## src/rtl/hack_seq_pkg.sv

```systemverilog
// hack_seq_pkg: shared states, jump codes and instruction field positions for the Hack sequencer
package hack_seq_pkg;
    typedef enum logic [2:0] {IDLE, FETCH, DECODE, MEMRD, EXEC, MEMWR, ERROR} state_t;
    localparam logic [2:0] J_NULL = 3'b000;
    localparam logic [2:0] J_GT   = 3'b001;
    localparam logic [2:0] J_EQ   = 3'b010;
    localparam logic [2:0] J_GE   = 3'b011;
    localparam logic [2:0] J_LT   = 3'b100;
    localparam logic [2:0] J_NE   = 3'b101;
    localparam logic [2:0] J_LE   = 3'b110;
    localparam logic [2:0] J_MP   = 3'b111;
    localparam int CTYPE = 15;
    localparam int ABIT  = 12;
    localparam int DA    = 5;
    localparam int DD    = 4;
    localparam int DM    = 3;
endpackage

```

## src/rtl/hack_cpu_sequencer_jump.sv

```systemverilog
// hack_jump_eval: Hack jump condition from jump code and ALU zero/negative flags
module hack_jump_eval
    import hack_seq_pkg::*;
(
    input  logic [2:0] jcode,
    input  logic       zy,
    input  logic       cy,
    output logic       take
);
    always_comb
        case (jcode)
            J_GT:    take = !cy && !zy;
            J_EQ:    take = zy;
            J_GE:    take = !cy;
            J_LT:    take = cy && !zy;
            J_NE:    take = !zy;
            J_LE:    take = cy || zy;
            J_MP:    take = 1'b1;
            default: take = 1'b0;
        endcase
endmodule

```

## src/rtl/hack_cpu_sequencer.sv

```systemverilog
// hack_cpu_sequencer: multi-cycle Hack control FSM with ROM/RAM handshakes and commit strobes
module hack_cpu_sequencer
    import hack_seq_pkg::*;
#(
    parameter int WAIT_LIMIT = 15,
    parameter int CNT_W      = 16
) (
    input  logic             clk,
    input  logic             rst,
    input  logic             run,
    input  logic [15:0]      instr,
    output logic             rom_req,
    input  logic             rom_ack,
    output logic             ram_rd_req,
    output logic             ram_wr_req,
    input  logic             ram_ack,
    input  logic             zy,
    input  logic             cy,
    output logic             ir_we,
    output logic             m_we,
    output logic             a_sel,
    output logic             a_we,
    output logic             d_we,
    output logic             pc_inc,
    output logic             pc_load,
    output logic             busy,
    output logic             err,
    output logic [CNT_W-1:0] retired
);
    localparam int WW = $clog2(WAIT_LIMIT + 1);
    state_t        state, state_n;
    logic [15:0]   ir;
    logic [WW-1:0] wcnt;
    logic          take, take_q, jump, commit, timeout;
    logic          unused_ir;
    hack_jump_eval u_jump (.jcode(ir[2:0]), .zy(zy), .cy(cy), .take(take));
    // flags are only valid in EXEC, so a write-back commit uses the decision latched there
    assign jump      = (state == EXEC) ? take : take_q;
    assign timeout   = wcnt == WW'(WAIT_LIMIT - 1);
    assign a_sel     = ir[ABIT];
    assign busy      = state != IDLE && state != ERROR;
    assign err       = state == ERROR;
    assign unused_ir = ^{ir[14:13], ir[11:6]};
    always_ff @(posedge clk or negedge rst)
        if (!rst) begin
            state   <= IDLE;
            ir      <= '0;
            wcnt    <= '0;
            take_q  <= 1'b0;
            retired <= '0;
        end else begin
            state <= state_n;
            wcnt  <= (state_n == state) ? wcnt + WW'(1) : '0;
            if (ir_we) ir <= instr;
            if (state == EXEC) take_q <= take;
            if (pc_inc || pc_load) retired <= retired + CNT_W'(1);
        end
    always_comb begin
        state_n    = state;
        rom_req    = 1'b0;
        ram_rd_req = 1'b0;
        ram_wr_req = 1'b0;
        ir_we      = 1'b0;
        m_we       = 1'b0;
        a_we       = 1'b0;
        d_we       = 1'b0;
        pc_inc     = 1'b0;
        pc_load    = 1'b0;
        commit     = 1'b0;
        case (state)
            IDLE: state_n = run ? FETCH : IDLE;
            FETCH: begin
                rom_req = 1'b1;
                ir_we   = rom_ack;
                state_n = rom_ack ? DECODE : timeout ? ERROR : FETCH;
            end
            DECODE: begin
                a_we    = !ir[CTYPE];
                pc_inc  = !ir[CTYPE];
                state_n = !ir[CTYPE] ? (run ? FETCH : IDLE) : ir[ABIT] ? MEMRD : EXEC;
            end
            MEMRD: begin
                ram_rd_req = 1'b1;
                m_we       = ram_ack;
                state_n    = ram_ack ? EXEC : timeout ? ERROR : MEMRD;
            end
            EXEC: begin
                commit  = !ir[DM];
                state_n = ir[DM] ? MEMWR : EXEC;
            end
            MEMWR: begin
                ram_wr_req = 1'b1;
                commit     = ram_ack;
                state_n    = timeout ? ERROR : MEMWR;
            end
            default: ;
        endcase
        // commit overrides the timeout path, so an ack on the limit cycle still wins
        if (commit) begin
            a_we    = ir[DA];
            d_we    = ir[DD];
            pc_load = jump;
            pc_inc  = !jump;
            state_n = run ? FETCH : IDLE;
        end
    end
endmodule

```

## config.mk

```make
export PLATFORM = sky130hd
export DESIGN_NAME = hack_cpu_sequencer
export DESIGN_NICKNAME = d
export VERILOG_FILES = /design/src/rtl/hack_seq_pkg.sv /design/src/rtl/hack_cpu_sequencer_jump.sv /design/src/rtl/hack_cpu_sequencer.sv
export SDC_FILE = /design/constraint.sdc
export NUM_CORES = 1
export LEC_CHECK = 0
export CAP_MARGIN = 20
export CORE_MARGIN = 3
export CORE_UTILIZATION = 35
export CTS_BUF_LIST = sky130_fd_sc_hd__clkbuf_8
export CTS_CLUSTER_DIAMETER = 30
export DETAILED_ROUTE_END_ITERATION = 6
export PLACE_DENSITY = 0.62
export REMOVE_ABC_BUFFERS = 1
export SLEW_MARGIN = 0
export SYNTH_ARGS = -nofsm -noshare
export SYNTH_HDL_FRONTEND = slang
export SYNTH_SLANG_ARGS = --single-unit
```

## constraint.sdc

```tcl
create_clock -name clk -period 2.5 [get_ports clk]
set_input_delay 0.375 -clock clk [delete_from_list [all_inputs] [get_ports clk]]
set_output_delay 0.375 -clock clk [all_outputs]
set_load 0.005 [all_outputs]
```

Word level (Yosys, flattened, before mapping). Index checks and enable logic that the tools add are counted.

Output and inout port bits: 28. Bits of input ports: 23. Register bits after elaboration: 40. Logic and storage cells: 60.

Muxes and demuxes: 25. $add $sub $neg: 2. Reductions and logical operators: 12. Equality and inequality tests: 16.

Operators by type and width (number): 3-bit == test, second input constant (7); 3-bit two-way mux (7); 3-bit one-hot mux with 6 select lines (1); 16-bit by 1-bit adder with 16-bit output, second input constant (1); 1-bit two-way mux (13); 3-bit by 2-bit == test with 1-bit output, second input constant (4); 1-bit one-hot mux with 7 select lines (1); 3-bit by 1-bit == test with 1-bit output, second input constant (2); 1-bit logical NOT (5); 4-bit by 1-bit adder with 4-bit output, second input constant (1); 4-bit == test, second input constant (1); 4-bit two-way mux (1); 3-bit == test (1); 1-bit logical AND (3); 3-bit logical NOT (1); 3-bit != test, second input constant (1); 3-bit nonzero test (1); 1-bit logical OR (2); 2-bit two-way mux (1); 1-bit one-hot mux with 2 select lines (1).

Logic depth before layout (Yosys ltp).
Depth after elaboration: 7. Gate-level depth with buffers: 7. Mapped depth without buffers: 7.

Cells and area by module. From an unflattened synthesis, not the netlist that was laid out.

Cell total of the unflattened synthesis: 180. Area total of the unflattened synthesis: 1781.7 um^2.

By module, submodules not included: hack_cpu_sequencer (area each 1752.9 um^2, times used 1, cells each 175, sequential area each 800.8 um^2); hack_jump_eval (area each 28.8 um^2, times used 1, cells each 5, sequential area each 0.0 um^2).

Least setup slack after synthesis. OpenSTA, ideal clock, no wires.

Path type: register to register. Start point: register state[2]. End point: register retired[12]. Period minus slack after synthesis: 1.968 ns. Path slack: 0.532 ns. Data arrival time: 1.889 ns. Cell stages (with the launch flop): 6. Buffers on the path: 0. Data required time: 2.421 ns. Setup time: 0.079 ns. Cell sequence: dfrtp_1 > or4b_4 > o31a_4 > or4_4 > nor2_2 > xor2_1.

Longest elaborated chain between the ends: 5. Elaborated cells between the ends (all ways): 10. Classes of those cells: 3 x eq/ne; 5 x mux; 2 x reduce/logical.

RTL lines: start: declaration (line hack_cpu_sequencer.sv:31) `state_t state, state_n;`; start signal: assignment (line hack_cpu_sequencer.sv:52) `state <= state_n;`; 3-bit == test (line hack_cpu_sequencer.sv:38, hack_cpu_sequencer.sv:70); 1-bit two-way mux; 1-bit logical NOT (line hack_cpu_sequencer.sv:103) `pc_inc = !jump;`; 1-bit two-way mux (line hack_cpu_sequencer.sv:99) `if (commit) begin`; 1-bit logical OR * (line hack_cpu_sequencer.sv:56) `if (pc_inc || pc_load) retired <= retired + CNT_W'(1);`; end signal: assignment (line hack_cpu_sequencer.sv:56); end: declaration (line hack_cpu_sequencer.sv:28) `output logic [CNT_W-1:0] retired`.

Every way passes the cells marked *; elsewhere a longest branch is shown, timed or not. A chain may end at the register's enable or synchronous reset.

Worst setup path in the final report.
Start point: register state[1]. End point: output port d_we.

Longest elaborated chain between the ends: 3. Elaborated cells between the ends (all ways): 4. Classes of those cells: 2 x eq/ne; 2 x mux.

RTL lines: 3-bit == test (line hack_cpu_sequencer.sv:70) `case (state)`; 1-bit one-hot mux with 2 select lines * (line hack_cpu_sequencer.sv:70); 1-bit two-way mux * (line hack_cpu_sequencer.sv:99); end: declaration (line hack_cpu_sequencer.sv:23) `output logic d_we,`.

Marks and branches as above.

==> run_results.csv <==
group,metric,value,unit
yosys,yosysUniqueCellTypes,40,
sta,max_freq,427,MHz
sta,worst_pin_slew,0.545,ns
sta,min_period,2.34,ns
sta,rsz0062_at_grt,"no",
global_route,grt_pass1_vias,1380,
floorplanning,die_x,76.0,um
pwr,cellLeakagePower,1.03,nW
place,dp_cells,291,
yosys,synth-seq-cells,32,
run_status,status,"completed",
yosys,avgSynthCellArea,9.68,um2
clock_network,cts.path.max_buffers,2,
sta,finalHoldViolCount,0,
global_route,grt_max_degree,33,
place,gp_congestion,0.807,
layout,final_util,0.535,
sta,period_share,0.936,
drt,drt_iter0_drc,37,
setup_path,cp-end-kind,"primary output",
yosys,ys_async_sr_fraction,1.00,
yosys,syn_inst,177,
sta,final_max_slew_viol_count,0,
layout,finalNonFillerCells,301,
floorplanning,start_util,0.378,
drt,wl_per_cell,12.1,um
yosys,synth_area,1710,um2
layout,n_antenna_cell,0,
clock_network,insertion_delay,0.28,ns
clock_network,htreeDepth,2,
floorplanning,core,4530,um2
drt,drc,0,
floorplanning,rows,24,
clock_network,cts_root_buffer,"clkbuf_8",
yosys,synth_edf_count,0,
floorplanning,ios,51,
run,drv_cap,0,
yosys,yosys_most_used_dff,"dfrtp_1",
setup_path,cp.required,2.12,ns
yosys,ys_seq_area_frac,0.467,
setup_path,critPathMaxFanout,7,
sta,max-slew-margin-rel,0.633,
pwr,power.density,987,nW/um2
sta,setup_slack,0.160,ns
clock_network,clkTransAtPathRegs,0.07,ns
drt,vias,1429,
hold_path,hp-class,"reg2reg",
global_route,antenna_found_initial,0,
sta,setup_viol,0,
setup_path,cp.arrival,1.96,ns
drt,drt_pass1_iterations,4,
drt,postRouteAntennaNets,0,
clock_network,cts_sinks,32,
layout,area_growth,41.5,%
place,numPortBuffers,42,
pwr,ir_drop,0.000520,V
setup_path,worst_setup_path_start_kind,"flip-flop",
global_route,grt_pass1_wl,6240,um
floorplanning,die_area,5770,um2
drt,totalWireLength,3650,um
sta,whs,0.466,ns
layout,final_nets,261,
layout,drive_gt1_frac,0.157,
clock_network,tritoncts,"done",
global_route,gr-total-overflow,0,
sta,finClkSkew,0.00723,ns
floorplanning,die_h,76.0,um
place,hpwlAfterDp,2760,um
sta,setup_tns,0,ns
clock_network,cts_buffers,5,
yosys,yosysWarnings,0,
global_route,grtUsageTotal,0.133,
drt,via_per_inst,4.75,
place,post-place-ws,0.0322,ns
setup_path,critPathKind,"reg2out",
[path summary, 6_finish.rpt]
| path | startpoint | endpoint | slack (ns) | depth (start not counted) |
|---|---|---|---|---|
| min in group asynchronous | rst | retired[9]$_DFFE_PN0P_ | 0.49 | 2 |
| setup / recovery | state[1]$_DFF_PN0_ | d_we | 0.16 | 4 |
| hold / removal | retired[15]$_DFFE_PN0P_ | retired[15]$_DFFE_PN0P_ | 0.47 | 1 |
| setup reg to reg | state[0]$_DFF_PN0_ | wcnt[1]$_DFF_PN0_ | 0.41 | 7 |
| hold reg to reg | retired[15]$_DFFE_PN0P_ | retired[15]$_DFFE_PN0P_ | 0.47 | 1 |
| max in group asynchronous | rst | state[2]$_DFF_PN0_ | 1.69 | 2 |
[placed cells by master (no fill, tap or decap), drive strengths merged, types with 4 or more instances in the layout]
master,instances
nor3,4
inv,7
dfrtp,32
nand2,17
and2,4
mux2,7
nand2b,6
buf,13
o21ai,9
nand4,6
nand3,8
xnor2,11
clkbuf,5
nor2b,6
xor2,6
nor2,22
clkdlybuf4s50,39
[layout make-up]
cell class	instances	area, um2
fill	414	2110
multi-input combinational	135	885
sequential	32	803
timing repair buffer	55	526
tap	65	81.3
clock buffer	5	68.8
clock inverter	3	38.8
inverter	6	22.5
[cells by family (layout without fill, tap and decap cells)]
group | count (synthesis) | after routing | synth area share
AO/OA/AOI/OAI | 26 | 26 | 0.107
XOR/XNOR | 17 | 17 | 0.0869
adder cells (fa/ha/maj) | 3 | 3 | 0.0219
buffers and inverters | 10 | 69 | 0.0226
flip-flops | 32 | 32 | 0.467
multiplexers | 7 | 7 | 0.0460
AND/OR/NAND/NOR | 82 | 82 | 0.249
[stage by stage]
step / power (mW) / instance area (um2)
after global routing: 2.60 / 2420
after floorplan: 1.40 / 1700
after detailed placement: 1.90 / 2280
final: 2.39 / 2420
after CTS: 2.39 / 2390
after global placement: 1.89 / 2280
[where the power goes]
group	switching (mW)	internal, mW
combinational	0.486	0.610
clock	0.184	0.291
sequential	0.150	0.673
total	0.819	1.58
[worst max-delay path, stage by stage (launching register included)]
cell and delay (ns):
dfrtp_1 0.44, nand2b_2 0.26, nor3_1 0.32, and2_1 0.18, clkdlybuf4s50_1 0.49
[routing by layer]
metal  global-route usage  wire length, um  up-vias
li1                     -                -      733
met1                0.175             1840      660
met2                0.206             1590       32
met3               0.0437              177        4
met4               0.0489               41        0
met5                    0                0        -
[timing repair]
| item | in CTS | in global routing |
|---|---|---|
| endpoints found under the setup margin | 0 | 3 |
| endpoints found under the hold margin | 0 | 0 |
| hold buffers | 0 | 0 |
| setup buffers | 0 | 2 |
| resized for setup | 0 | 9 |
[sequential cells by signal, indices dropped and copies added (netlist names)]
name,count
take_q,1
ir,8
wcnt,4
state,3
retired,16
[Yosys cell counts (all sizes together), types with 2 or more instances]
cell type	n	area, um2
and2	4	25.0
inv	6	22.5
a32oi	2	17.5
o211ai	2	15.0
nand2b	6	37.5
xnor2	11	96.3
nor2b	6	37.5
nor2	22	87.6
nand2	17	63.8
xor2	6	52.6
nand3	8	40.0
dfrtp	32	801
mux2	7	78.8
clkbuf	3	11.3
a21oi	2	10.0
nor3	4	20.0
nand4	6	37.5
ha	3	37.5
o21ai	9	45.0
o31ai	2	15.0
Power figures use the tool's default switching activity.
==> variant (same flow settings) <==
Re-encode `state_t` (7 states) as one-hot, 7 bits wide.
--- a/src/rtl/hack_seq_pkg.sv
+++ b/src/rtl/hack_seq_pkg.sv
@@ -2,3 +2,3 @@
 package hack_seq_pkg;
-    typedef enum logic [2:0] {IDLE, FETCH, DECODE, MEMRD, EXEC, MEMWR, ERROR} state_t;
+    typedef enum logic [6:0] {IDLE = 7'b0000001, FETCH = 7'b0000010, DECODE = 7'b0000100, MEMRD = 7'b0001000, EXEC = 7'b0010000, MEMWR = 7'b0100000, ERROR = 7'b1000000} state_t;
     localparam logic [2:0] J_NULL = 3'b000;
Behaviour: same outputs for any inputs over 10 cycles, from zero or initial values and one cycle with rst low; not proved beyond that.
==> variant against the original RTL <==
- the run now ends with setup timing left
- sequential cell count grew 4
- count of clock-buffer cells in the layout is 2 higher
- global-route usage increased by 3.3 points
- setup slack lost 310 ps
- synthesized area grew 21%
- design area increased by 27%
- core utilization up 1.2 points
- sequential share of layout area decreased by 3.9 points
- first-iteration DRC count rose to 5.5 times the old value
- routed wire length is 52% higher
- critical endpoint is now pc_load
- highest routed layer unchanged
Power is not compared: it rests on default switching activity, and its combinational part moved more than twofold at a synthesized area within 25%.
==> variant: results (changes against the original RTL) <==
metric;value;unit;change
violated checks;setup timing;;
Least-Margin Pin Slew;787;ps;was 545 ps
Placed Cells;345;;was 291
met3 GRT Util;2.78;%;was 4.37%
post-DP HPWL;3970;um;was 2760 um
outcome;finished with violations;;was finished clean
routed wire length on met3;222;um;was 177 um
R2R depth;8;;was 7
fraction of synthesized cell area in xor and xnor cells;7.58;%;was 8.69%
Setup-failing EPs final;4;;was 0
wire length on met1;2520;um;was 1840 um
fraction of layout cells with a size suffix above 1;29.9;%;was 15.7%
first-pass GRT wire length;9330;um;was 6240 um
vias per std cell;5.26;;was 4.75
largest net degree at the start of global routing;37;;was 33
DR WL met2;2750;um;was 1590 um
Worst Setup Slack post-DPL;-282;ps;was 32.2 ps
global routing usage on met1;23.0;%;was 17.5%
mux contribution to synthesized area;4.33;%;was 4.60%
Arrival @ worst endpoint;2280;ps;was 1960 ps
Synth Area in Compound Gates;11.2;%;was 10.7%
Setup WS post-layout;-155;ps;was 160 ps
wire per inst;15.0;um;was 12.1 um
clock skew;4.68;ps;was 7.23 ps
final net count;324;;was 261
Seq/Total Area, Yosys;43.4;%;was 46.7%
-- variant: cell count changes in the layout (fill, tap and decap cells not counted), moves of 5 or more --
cell	change
and3_1	+5
buf_6	+10
clkdlybuf4s50_1	-6
buf_4	+17
nor3_1	+9
dfrtp_1	+5
nor2_1	-8
-- variant: layout make-up --
type	instances	area share (%)
inverters	10	1.22
flip-flops and latches	36	29.2
multi-input cells	164	39.5
clock buffers	7	3.12
well taps	72	2.92
repair buffers	81	24.0
-- variant: metrics by stage --
step           hold slack [ps]  total power [W]
2_1_floorplan             79.4         0.000609
5_1_grt                    496          0.00113
4_1_cts                    489          0.00109
3_5_place_dp               478         0.000656
6_report                   475          0.00108
3_3_place_gp               456         0.000656
-- variant: worst max-delay path, cell delays in order (launching register included) --
cell	delay, ps
dfrtp_1	380
or4_4	570
buf_6	140
nor4b_4	230
mux2_4	330
and2_4	150
buf_6	100
buf_6	100
-- variant: timing repair --
action	CTS	global route
setup endpoints to repair	10	8
cloned	0	0
setup buffers	14	4
resized for setup	39	19
pin swaps	7	7
